[src/rtl/cache_line_fill_pkg.sv]
// Shared definitions for the line-fill engine.
//   fill_state_t : FSM state encoding
//   off_w/idx_w  : line-offset and word-index widths for a given geometry
//   word_bytes   : byte stride between consecutive memory words
// The DEF_* localparams describe the default 32-bit / 4-word geometry.
package cache_line_fill_pkg;

  typedef enum logic [1:0] {
    ST_IDLE = 2'd0,
    ST_WB   = 2'd1,
    ST_RD   = 2'd2,
    ST_DONE = 2'd3
  } fill_state_t;

  function automatic int unsigned word_bytes(input int unsigned data_w);
    return data_w / 8;
  endfunction

  function automatic int unsigned off_w(input int unsigned data_w, input int unsigned line_words);
    return $clog2((data_w / 8) * line_words);
  endfunction

  function automatic int unsigned idx_w(input int unsigned line_words);
    return $clog2(line_words);
  endfunction

  localparam int unsigned DEF_DATA_W     = 32;
  localparam int unsigned DEF_LINE_WORDS = 4;
  localparam int unsigned WORD_STRIDE    = word_bytes(DEF_DATA_W);
  localparam int unsigned OFF_W          = off_w(DEF_DATA_W, DEF_LINE_WORDS);
  localparam int unsigned IDX_W          = idx_w(DEF_LINE_WORDS);

endpackage

[src/rtl/cache_line_fill_buffer.sv]
// fill_line_buffer: LINE_WORDS x DATA_W register file that collects read words.
//   clk, rst_n : clock, async active-low reset (clears all words)
//   wr_en      : write wr_data into word wr_idx
//   wr_idx     : word index
//   wr_data    : word to store
//   line_data  : whole line, word 0 in the LSBs
module fill_line_buffer #(
  parameter int unsigned DATA_W     = 32,
  parameter int unsigned LINE_WORDS = 4,
  localparam int unsigned IDX_W     = $clog2(LINE_WORDS)
) (
  input  logic                         clk,
  input  logic                         rst_n,
  input  logic                         wr_en,
  input  logic [IDX_W-1:0]             wr_idx,
  input  logic [DATA_W-1:0]            wr_data,
  output logic [DATA_W*LINE_WORDS-1:0] line_data
);

  logic [DATA_W-1:0] word_q [LINE_WORDS];

  always_ff @(posedge clk or negedge rst_n) begin
    if (!rst_n) begin
      for (int i = 0; i < LINE_WORDS; i++) word_q[i] <= '0;
    end else if (wr_en) begin
      word_q[wr_idx] <= wr_data;
    end
  end

  for (genvar g = 0; g < LINE_WORDS; g++) begin : g_flat
    assign line_data[g*DATA_W +: DATA_W] = word_q[g];
  end

endmodule

[src/rtl/cache_line_fill.sv]
// cache_line_fill: miss engine. Writes back a dirty victim line, then burst-reads
// the missing line word by word and presents it with a one-cycle fill strobe.
//   clk, rst_n          : clock, async active-low reset
//   miss_req/miss_ready : miss handshake (accepted only in IDLE)
//   miss_addr/miss_dirty, victim_addr/victim_data : miss description
//   mem_req/mem_we/mem_addr/mem_wdata/mem_ack/mem_rdata : word-serial memory port
//   fill_valid/fill_addr/fill_data : assembled line, held until the next fill
//   busy                : ~miss_ready
//
// state   | meaning
// IDLE    | waiting for miss_req
// WB      | writing victim word idx to memory
// RD      | reading miss word idx from memory
// DONE    | one-cycle fill strobe, then back to IDLE
module cache_line_fill
  import cache_line_fill_pkg::*;
#(
  parameter int unsigned ADDR_W     = 32,
  parameter int unsigned DATA_W     = 32,
  parameter int unsigned LINE_WORDS = 4
) (
  input  logic                         clk,
  input  logic                         rst_n,
  input  logic                         miss_req,
  input  logic [ADDR_W-1:0]            miss_addr,
  input  logic                         miss_dirty,
  input  logic [ADDR_W-1:0]            victim_addr,
  input  logic [DATA_W*LINE_WORDS-1:0] victim_data,
  output logic                         miss_ready,
  output logic                         mem_req,
  output logic                         mem_we,
  output logic [ADDR_W-1:0]            mem_addr,
  output logic [DATA_W-1:0]            mem_wdata,
  input  logic                         mem_ack,
  input  logic [DATA_W-1:0]            mem_rdata,
  output logic                         fill_valid,
  output logic [ADDR_W-1:0]            fill_addr,
  output logic [DATA_W*LINE_WORDS-1:0] fill_data,
  output logic                         busy
);

  localparam int unsigned LINE_W   = DATA_W * LINE_WORDS;
  localparam int unsigned L_IDX_W  = idx_w(LINE_WORDS);
  localparam int unsigned L_OFF_W  = off_w(DATA_W, LINE_WORDS);
  localparam int unsigned BYTE_SH  = $clog2(word_bytes(DATA_W));
  localparam logic [L_IDX_W-1:0] LAST_IDX = L_IDX_W'(LINE_WORDS - 1);
  localparam logic [ADDR_W-1:0]  OFF_MASK = {{(ADDR_W-L_OFF_W){1'b0}}, {L_OFF_W{1'b1}}};

  fill_state_t          state_q, state_d;
  logic [L_IDX_W-1:0]   idx_q, idx_d;
  logic [ADDR_W-1:0]    miss_base_q, victim_base_q;
  logic [LINE_W-1:0]    victim_line_q;
  logic [LINE_W-1:0]    buf_line, fill_line_d;
  logic [ADDR_W-1:0]    word_off;
  logic                 accept, buf_we, last_word, fill_done;

  assign last_word  = (idx_q == LAST_IDX);
  assign word_off   = ADDR_W'(idx_q) << BYTE_SH;
  assign accept     = (state_q == ST_IDLE) && miss_req;
  assign buf_we     = (state_q == ST_RD) && mem_ack;
  assign fill_done  = buf_we && last_word;
  assign miss_ready = (state_q == ST_IDLE);
  assign busy       = ~miss_ready;

  fill_line_buffer #(.DATA_W(DATA_W), .LINE_WORDS(LINE_WORDS)) u_buf (
    .clk       (clk),
    .rst_n     (rst_n),
    .wr_en     (buf_we),
    .wr_idx    (idx_q),
    .wr_data   (mem_rdata),
    .line_data (buf_line)
  );

  // The final word is still in flight on the buffer write port when the fill
  // registers load, so merge it in directly.
  always_comb begin
    fill_line_d = buf_line;
    fill_line_d[idx_q*DATA_W +: DATA_W] = mem_rdata;
  end

  always_comb begin
    state_d   = state_q;
    idx_d     = idx_q;
    mem_req   = 1'b0;
    mem_we    = 1'b0;
    mem_addr  = '0;
    mem_wdata = '0;
    case (state_q)
      ST_IDLE: begin
        if (miss_req) begin
          idx_d   = '0;
          state_d = miss_dirty ? ST_WB : ST_RD;
        end
      end
      ST_WB: begin
        mem_req   = 1'b1;
        mem_we    = 1'b1;
        mem_addr  = victim_base_q + word_off;
        mem_wdata = victim_line_q[idx_q*DATA_W +: DATA_W];
        if (mem_ack) begin
          idx_d = idx_q + 1'b1;
          if (last_word) state_d = ST_RD;
        end
      end
      ST_RD: begin
        mem_req  = 1'b1;
        mem_addr = miss_base_q + word_off;
        if (mem_ack) begin
          idx_d = idx_q + 1'b1;
          if (last_word) state_d = ST_DONE;
        end
      end
      ST_DONE: state_d = ST_IDLE;
      default: state_d = ST_IDLE;
    endcase
  end

  always_ff @(posedge clk or negedge rst_n) begin
    if (!rst_n) begin
      state_q       <= ST_IDLE;
      idx_q         <= '0;
      miss_base_q   <= '0;
      victim_base_q <= '0;
      victim_line_q <= '0;
      fill_valid    <= 1'b0;
      fill_addr     <= '0;
      fill_data     <= '0;
    end else begin
      state_q    <= state_d;
      idx_q      <= idx_d;
      fill_valid <= fill_done;
      if (accept) begin
        miss_base_q   <= miss_addr & ~OFF_MASK;
        victim_base_q <= victim_addr & ~OFF_MASK;
        victim_line_q <= victim_data;
      end
      if (fill_done) begin
        fill_addr <= miss_base_q;
        fill_data <= fill_line_d;
      end
    end
  end

endmodule
[config.mk]
export PLATFORM = sky130hd
export DESIGN_NAME = cache_line_fill
export DESIGN_NICKNAME = d
export VERILOG_FILES = /design/src/rtl/cache_line_fill_pkg.sv /design/src/rtl/cache_line_fill_buffer.sv /design/src/rtl/cache_line_fill.sv
export SDC_FILE = /design/constraint.sdc
export NUM_CORES = 1
export LEC_CHECK = 0
export CORE_ASPECT_RATIO = 0.7
export CORE_MARGIN = 5
export CORE_UTILIZATION = 25
export CTS_CLUSTER_DIAMETER = 50
export DETAILED_ROUTE_END_ITERATION = 12
export MAX_ROUTING_LAYER = met4
export SLEW_MARGIN = 20
export SYNTH_ARGS = -nofsm -noshare
export SYNTH_HDL_FRONTEND = slang
export SYNTH_HIERARCHICAL = 1
export SYNTH_SLANG_ARGS = --single-unit
[constraint.sdc]
create_clock -name clk -period 2.67 [get_ports clk]
set_clock_uncertainty 0.2 [all_clocks]
set_input_delay 0.267 -clock clk [delete_from_list [all_inputs] [get_ports clk]]
set_output_delay 0.267 -clock clk [all_outputs]
set_load 0.02 [all_outputs]
==> results of run 1 <==
-- registers in the layout, indices dropped and copies added (netlist names) --
| signal | count |
|---|---|
| victim_base_q | 28 |
| fill_valid | 1 |
| idx_q | 2 |
| miss_base_q | 28 |
| u_buf/line_data | 128 |
| fill_addr | 28 |
| victim_line_q | 128 |
| fill_data | 128 |
| state_q | 2 |
-- per-stage QoR --
step	worst slack, ns	total power [mW]	area, µm²	utilization, %
detailed placement	0.0771	28.7	27000	32.6
global placement	0.0796	28.3	27000	32.6
floorplan	0.307	21.6	20900	-
CTS	-0.173	37.5	29600	35.8
finish	-0.0451	37.1	29700	35.9
global route	-0.128	39.4	29700	35.9
-- cell families after synthesis --
logic type      share of synthesized area, %
compound gates                          5.63
fa+ha+maj                              0.658
buf+inv                                 3.77
simple gates                            11.5
mux                                     21.9
other cells                           0.0179
flops                                   56.6
-- worst register-to-register path: stages (launching register included) --
cell,delay [ns]
dfrtp_4,0.46
buf_6,0.15
buf_4,0.13
clkinv_1,0.10
ha_2,0.37
nor3b_4,0.24
buf_12,0.28
nand4_1,0.22
a31oi_1,0.20
-- final cells by class --
type	count	area [µm²]	area share, %
inverters	5	18.8	0.0633
diodes	11	27.5	0.0928
clock inverters	27	353	1.19
well taps	1125	1410	4.74
repair buffers	576	5910	19.9
flip-flops and latches	473	11800	39.9
clock buffers	76	1630	5.49
multi-input cells	1021	8480	28.6
-- routing by layer --
metal / track usage (%) / up-vias
met3: 4.55 / 102
met5: - / -
met1: 19.7 / 7777
met4: 3.64 / 0
li1: - / 6877
met2: 23.3 / 446
-- cells in the final DEF (no fill, tap or decap), types with 22 or more instances in the layout --
cell type and n:
dlygate4sd3_1 36, mux2_2 338, clkdlybuf4s50_1 378, buf_12 34
and2_4 24, buf_6 22, a31oi_1 96, clkbuf_16 59
buf_4 65, buf_2 25, nand4_1 96, a21oi_1 64
mux4_2 32, a22oi_1 27, nor2b_1 60, dfrtp_1 471
nor2_1 130, nand2b_1 99
-- power by group through the flow --
stage                     Clock (mW)  Combinational, mW  Sequential [mW]
after floorplan                    0               8.13             13.5
after global placement             0               15.6             12.7
after detailed placement           0               15.8             12.9
after CTS                       8.30               16.4             12.8
after global routing            8.63               17.5             13.2
final                           8.06               16.3             12.8
-- timing repair --
action / 4_1_cts / 5_1_grt
endpoints found under the setup margin: 65 / 47
hold buffers: 36 / 0
endpoints found under the hold margin: 505 / 0
setup buffers: 13 / 9
gates resized for setup: 305 / 17
pin swaps: 8 / 7
gates cloned: 3 / 1
-- final timing paths --
| check | cells after the start | from | end | slack [ns] |
|---|---|---|---|---|
| setup / recovery | 6 | idx_q[0] | mem_wdata[19] | -0.05 |
| setup reg to reg | 8 | idx_q[0] | fill_data[58] | 0.23 |
| hold / removal | 2 | victim_data[79] | victim_line_q[79] | 0.05 |
| max in group asynchronous | 4 | rst_n | u_buf/line_data[113] | 0.69 |
| min in group asynchronous | 3 | rst_n | u_buf/line_data[81] | 0.56 |
| hold reg to reg | 1 | u_buf/line_data[4] | u_buf/line_data[4] | 0.28 |
==> metrics, run 1 <==
run status=finished with violations; failing checks=setup timing; asr flop ratio synth=100%; Die W=356 µm; worst setup margin=-0.0451 ns; crit-path most repeated cell=buf_6; placed cell count=3139; Rows=88; sw frac=35.9%; Synth warnings=6; Fin. Hold Viols=0; Worst-Margin Slew=0.618 ns; post-route minimum period=2.72 ns; Buf+Inv Stages, Crit Path=4; number of CTS-inserted buffers=58; Synth-to-Final Area Change=41.8%; met2 wire length=31100 µm; Top delay family on crit path=flip-flops; Iter 0 DRT Violations=819; Max Freq=368 MHz; Worst Hold Slack=0.0495 ns; clock power share=21.7%; HPWL after detailed placement=46100 µm; largest net degree at the start of global routing=85; Cells after Synth=1633; share of layout cells above drive strength 1=30.9%; CP Launch Type=flip-flop; critical path, cell by cell=buf_6 > buf_12 > buf_6 > mux4_2 > and2_4 > buf_6; Die ar.=89700 µm²; Post-Route WL=67300 µm; hold crit path type=primary input to flip-flop; remaining antenna violation count=0; CP Max Fanout=6; TNS Setup=-0.330 ns; PD cells=1250 nW/µm²; Fillers=7995; total congestion overflow=0; slowest cell delay on critical path=0.52 ns; area leader, netlist=dfrtp_1; EDFF count, synth=0; Final Max Tran Viols=0; Core Box Area=82700 µm²; Syn Area/Cell=12.8 µm²; Main synth FF type=dfrtp_1; P_int=23.8 mW; Max Used Layer=met4; worst path arrival time=2.25 ns; top post-synthesis cells by area=dfrtp_1 57%, mux2_2 18%, mux4_2 3.4%; final period utilization=102%; WL/cell=20.3 µm; Worst Path Required=2.20 ns; Net Sw Power=13.3 mW; CP max stage cell=dfrtp_4; max cap viols=0; Clock transition at path regs=0.06 ns; Die Ht=252 µm; Worst-Skew Late Latency=0.63 ns; Max IR drop VDD=0.592 mV; routed vias/inst=4.59; Tot GR Track Use=15.1%; setup violators final=10; drt pass-1 iters=5; initial antenna violation count=10; fraction of power consumed by sequential logic=34.4%; P_leak=12.2 nW; WL met3=5210 µm; Max-slew headroom=58.8%; clock root cell=clkbuf_16; unrepaired setup endpoints after global routing=yes; final estimated routing congestion in global placement=0.832; Cell Area, Synth=20900 µm²; CTS tree=yes; Gate power share=43.9%; first-pass GRT wire length=103000 µm; synth unique cells=33; Synth Register Bits=473; Final Non-Filler Cells=3314; Crit. End Element=primary output; vias=15200; nets=2375; drc violations=0; Max Root-Sink Buffers=3; count leader, synth=dfrtp_1; most frequent cells after synthesis=473 x dfrtp_1, 338 x mux2_2, 131 x nor2_1; CTS Sinks=473; number of global-route vias before repair=16500; post-synth top area share=56.6%; Initial Util=25.3%; WL met1=29700 µm; I/O Pins=458; number of buffers added on ports=443; H-tree depth=2; Crit Path Category=flip-flop to primary output; Seq/Total Area, Yosys=56.6%
No activity file was read; power rests on OpenSTA's default activity.
==> run 2: changes to the inputs <==
Settings changed: SLEW_MARGIN 20 to 0.
==> results of run 2 <==
No change in the layout: final DEF, timing and power equal those of run 1.
==> run 3: changes to the inputs <==
Settings changed: ABC_AREA set to 0, CAP_MARGIN set to 20, SKIP_CTS_REPAIR_TIMING set to 1.
==> run 3 against run 2 <==
  * The flow now finishes without violations
  * Global-route usage shrank 0.25 points
  * Utilization fell by 0.22 points
  * Cell count shrank 1.1%
  * Register-to-register slack barely moved
  * Critical path type unchanged
  * Largest power group unchanged
==> metrics, run 3 (synthesis results as in run 1) <==
Gate power share=44.0%; Core Box Area=82700 µm²; H-tree depth=2; Clock transition at path regs=0.06 ns; Max Freq=375 MHz; initial antenna violation count=13; worst path arrival time=2.20 ns; placed instance area=27000 µm²; Die Ht=252 µm; first-pass GRT wire length=101000 µm; CP Max Fanout=7; final instance area=29500 µm²; total congestion overflow=0; remaining antenna violation count=0; Final Max Tran Viols=0; Net Sw Power=13.3 mW; Post-Route WL=67100 µm; Final Util=35.7%; P_leak=12.5 nW; number of buffers added on ports=443; number of global-route vias before repair=16200; CP Launch Type=flip-flop; R2R Setup Slk=0.23 ns; share of layout cells above drive strength 1=30.1%; nets=2334; run status=finished, final reports clean; Tot GR Track Use=14.9%; Synth-to-Final Area Change=40.9%; most frequent cells in the layout=471 x dfrtp_1, 378 x clkdlybuf4s50_1, 338 x mux2_2; Worst Path Required=2.20 ns; final estimated routing congestion in global placement=0.832; unrepaired setup endpoints after global routing=yes; R2R Path End=u_buf/line_data[6]; routed vias/inst=4.58; Max-slew headroom=58.6%; Fin. Hold Viols=0; drt pass-1 iters=5; setup violators final=0; Initial Util=25.3%; Worst Setup EP=mem_wdata[0]; Worst-Margin Slew=0.621 ns; Iter 0 DRT Violations=779; worst r2r path cells=6; Worst Hold Slack=0.00554 ns; commonest non-fill, non-tap cell in the layout=dfrtp_1; PD cells=1260 nW/µm²; hold crit path type=primary input to async pin; CTS Sinks=473; post-layout power=37.2 mW; vias=15000; Worst-Skew Late Latency=0.63 ns; fraction of power consumed by sequential logic=34.4%; I/O Pins=458; Max IR drop VDD=0.579 mV; drc violations=0; Crit Path Category=flip-flop to primary output; largest net degree at the start of global routing=85; sw frac=35.8%; clock root cell=clkbuf_16; CP startpoint=idx_q[0]; Fillers=7980; HPWL after detailed placement=46100 µm; WL/cell=20.5 µm; Crit. End Element=primary output; number of CTS-inserted buffers=58; Die W=356 µm; clock power share=21.7%; max cap viols=0; Max Root-Sink Buffers=3; CTS tree=yes; post-route minimum period=2.67 ns; P_int=23.9 mW; Rows=88; final period utilization=100%; Crit Reg-Reg Startpoint=state_q[0]; Die ar.=89700 µm²
-- run 3: stage by stage --
step / setup slack (ns) / cells / TNS, ns
floorplan: 0.307 / 1638 / 0
CTS: -0.631 / 3242 / -29.95
global placement: 0.0796 / 3139 / 0
detailed placement: 0.0771 / 3139 / 0
global route: -0.0848 / 3275 / -1.14
finish: 0.0000304 / 3276 / 0
-- run 3: power groups by stage --
stage,logic (mW),clock network (mW),registers (mW)
finish,16.4,8.06,12.8
global route,17.6,8.62,13.2
CTS,15.9,8.30,12.8
detailed placement,15.8,0,12.9
global placement,15.6,0,12.7
floorplan,8.13,0,13.5
-- run 3: critical path: stages, from the launching register on --
cell	delay [ns]
dfrtp_4	0.43
buf_12	0.16
buf_12	0.14
mux4_2	0.49
and2_1	0.19
buf_2	0.16
-- run 3: metal layers --
layer / global-route usage, % / share of wire, %
met2: 22.5 / 46
met5: - / 0
met3: 4.92 / 8.3
met4: 3.71 / 2.1
met1: 19.3 / 44
-- run 3: cell type report --
cell class | count | area, µm² | area share [%]
sequential | 473 | 11800 | 40.2
multi-input combinational | 1021 | 8490 | 28.8
timing repair buffer | 535 | 5710 | 19.4
clock buffer | 76 | 1630 | 5.53
tap | 1125 | 1410 | 4.77
clock inverter | 27 | 353 | 1.20
antenna | 14 | 35.0 | 0.119
inverter | 5 | 18.8 | 0.0637
-- run 3: how the worst min path moves through the flow --
| stage | start | to | slack [ns] | cells after the start |
|---|---|---|---|---|
| 2_1_floorplan | rst_n | fill_addr[10] | -0.23 | 0 |
| 3_3_place_gp | rst_n | fill_data[111] | 0.07 | 1 |
| 3_5_place_dp | rst_n | fill_data[111] | 0.07 | 1 |
| 4_1_cts | rst_n | fill_data[111] | -0.63 | 1 |
| 5_1_grt | victim_data[64] | victim_line_q[64] | 0.004 | 2 |
| 6_report | rst_n | u_buf/line_data[113] | 0.006 | 2 |
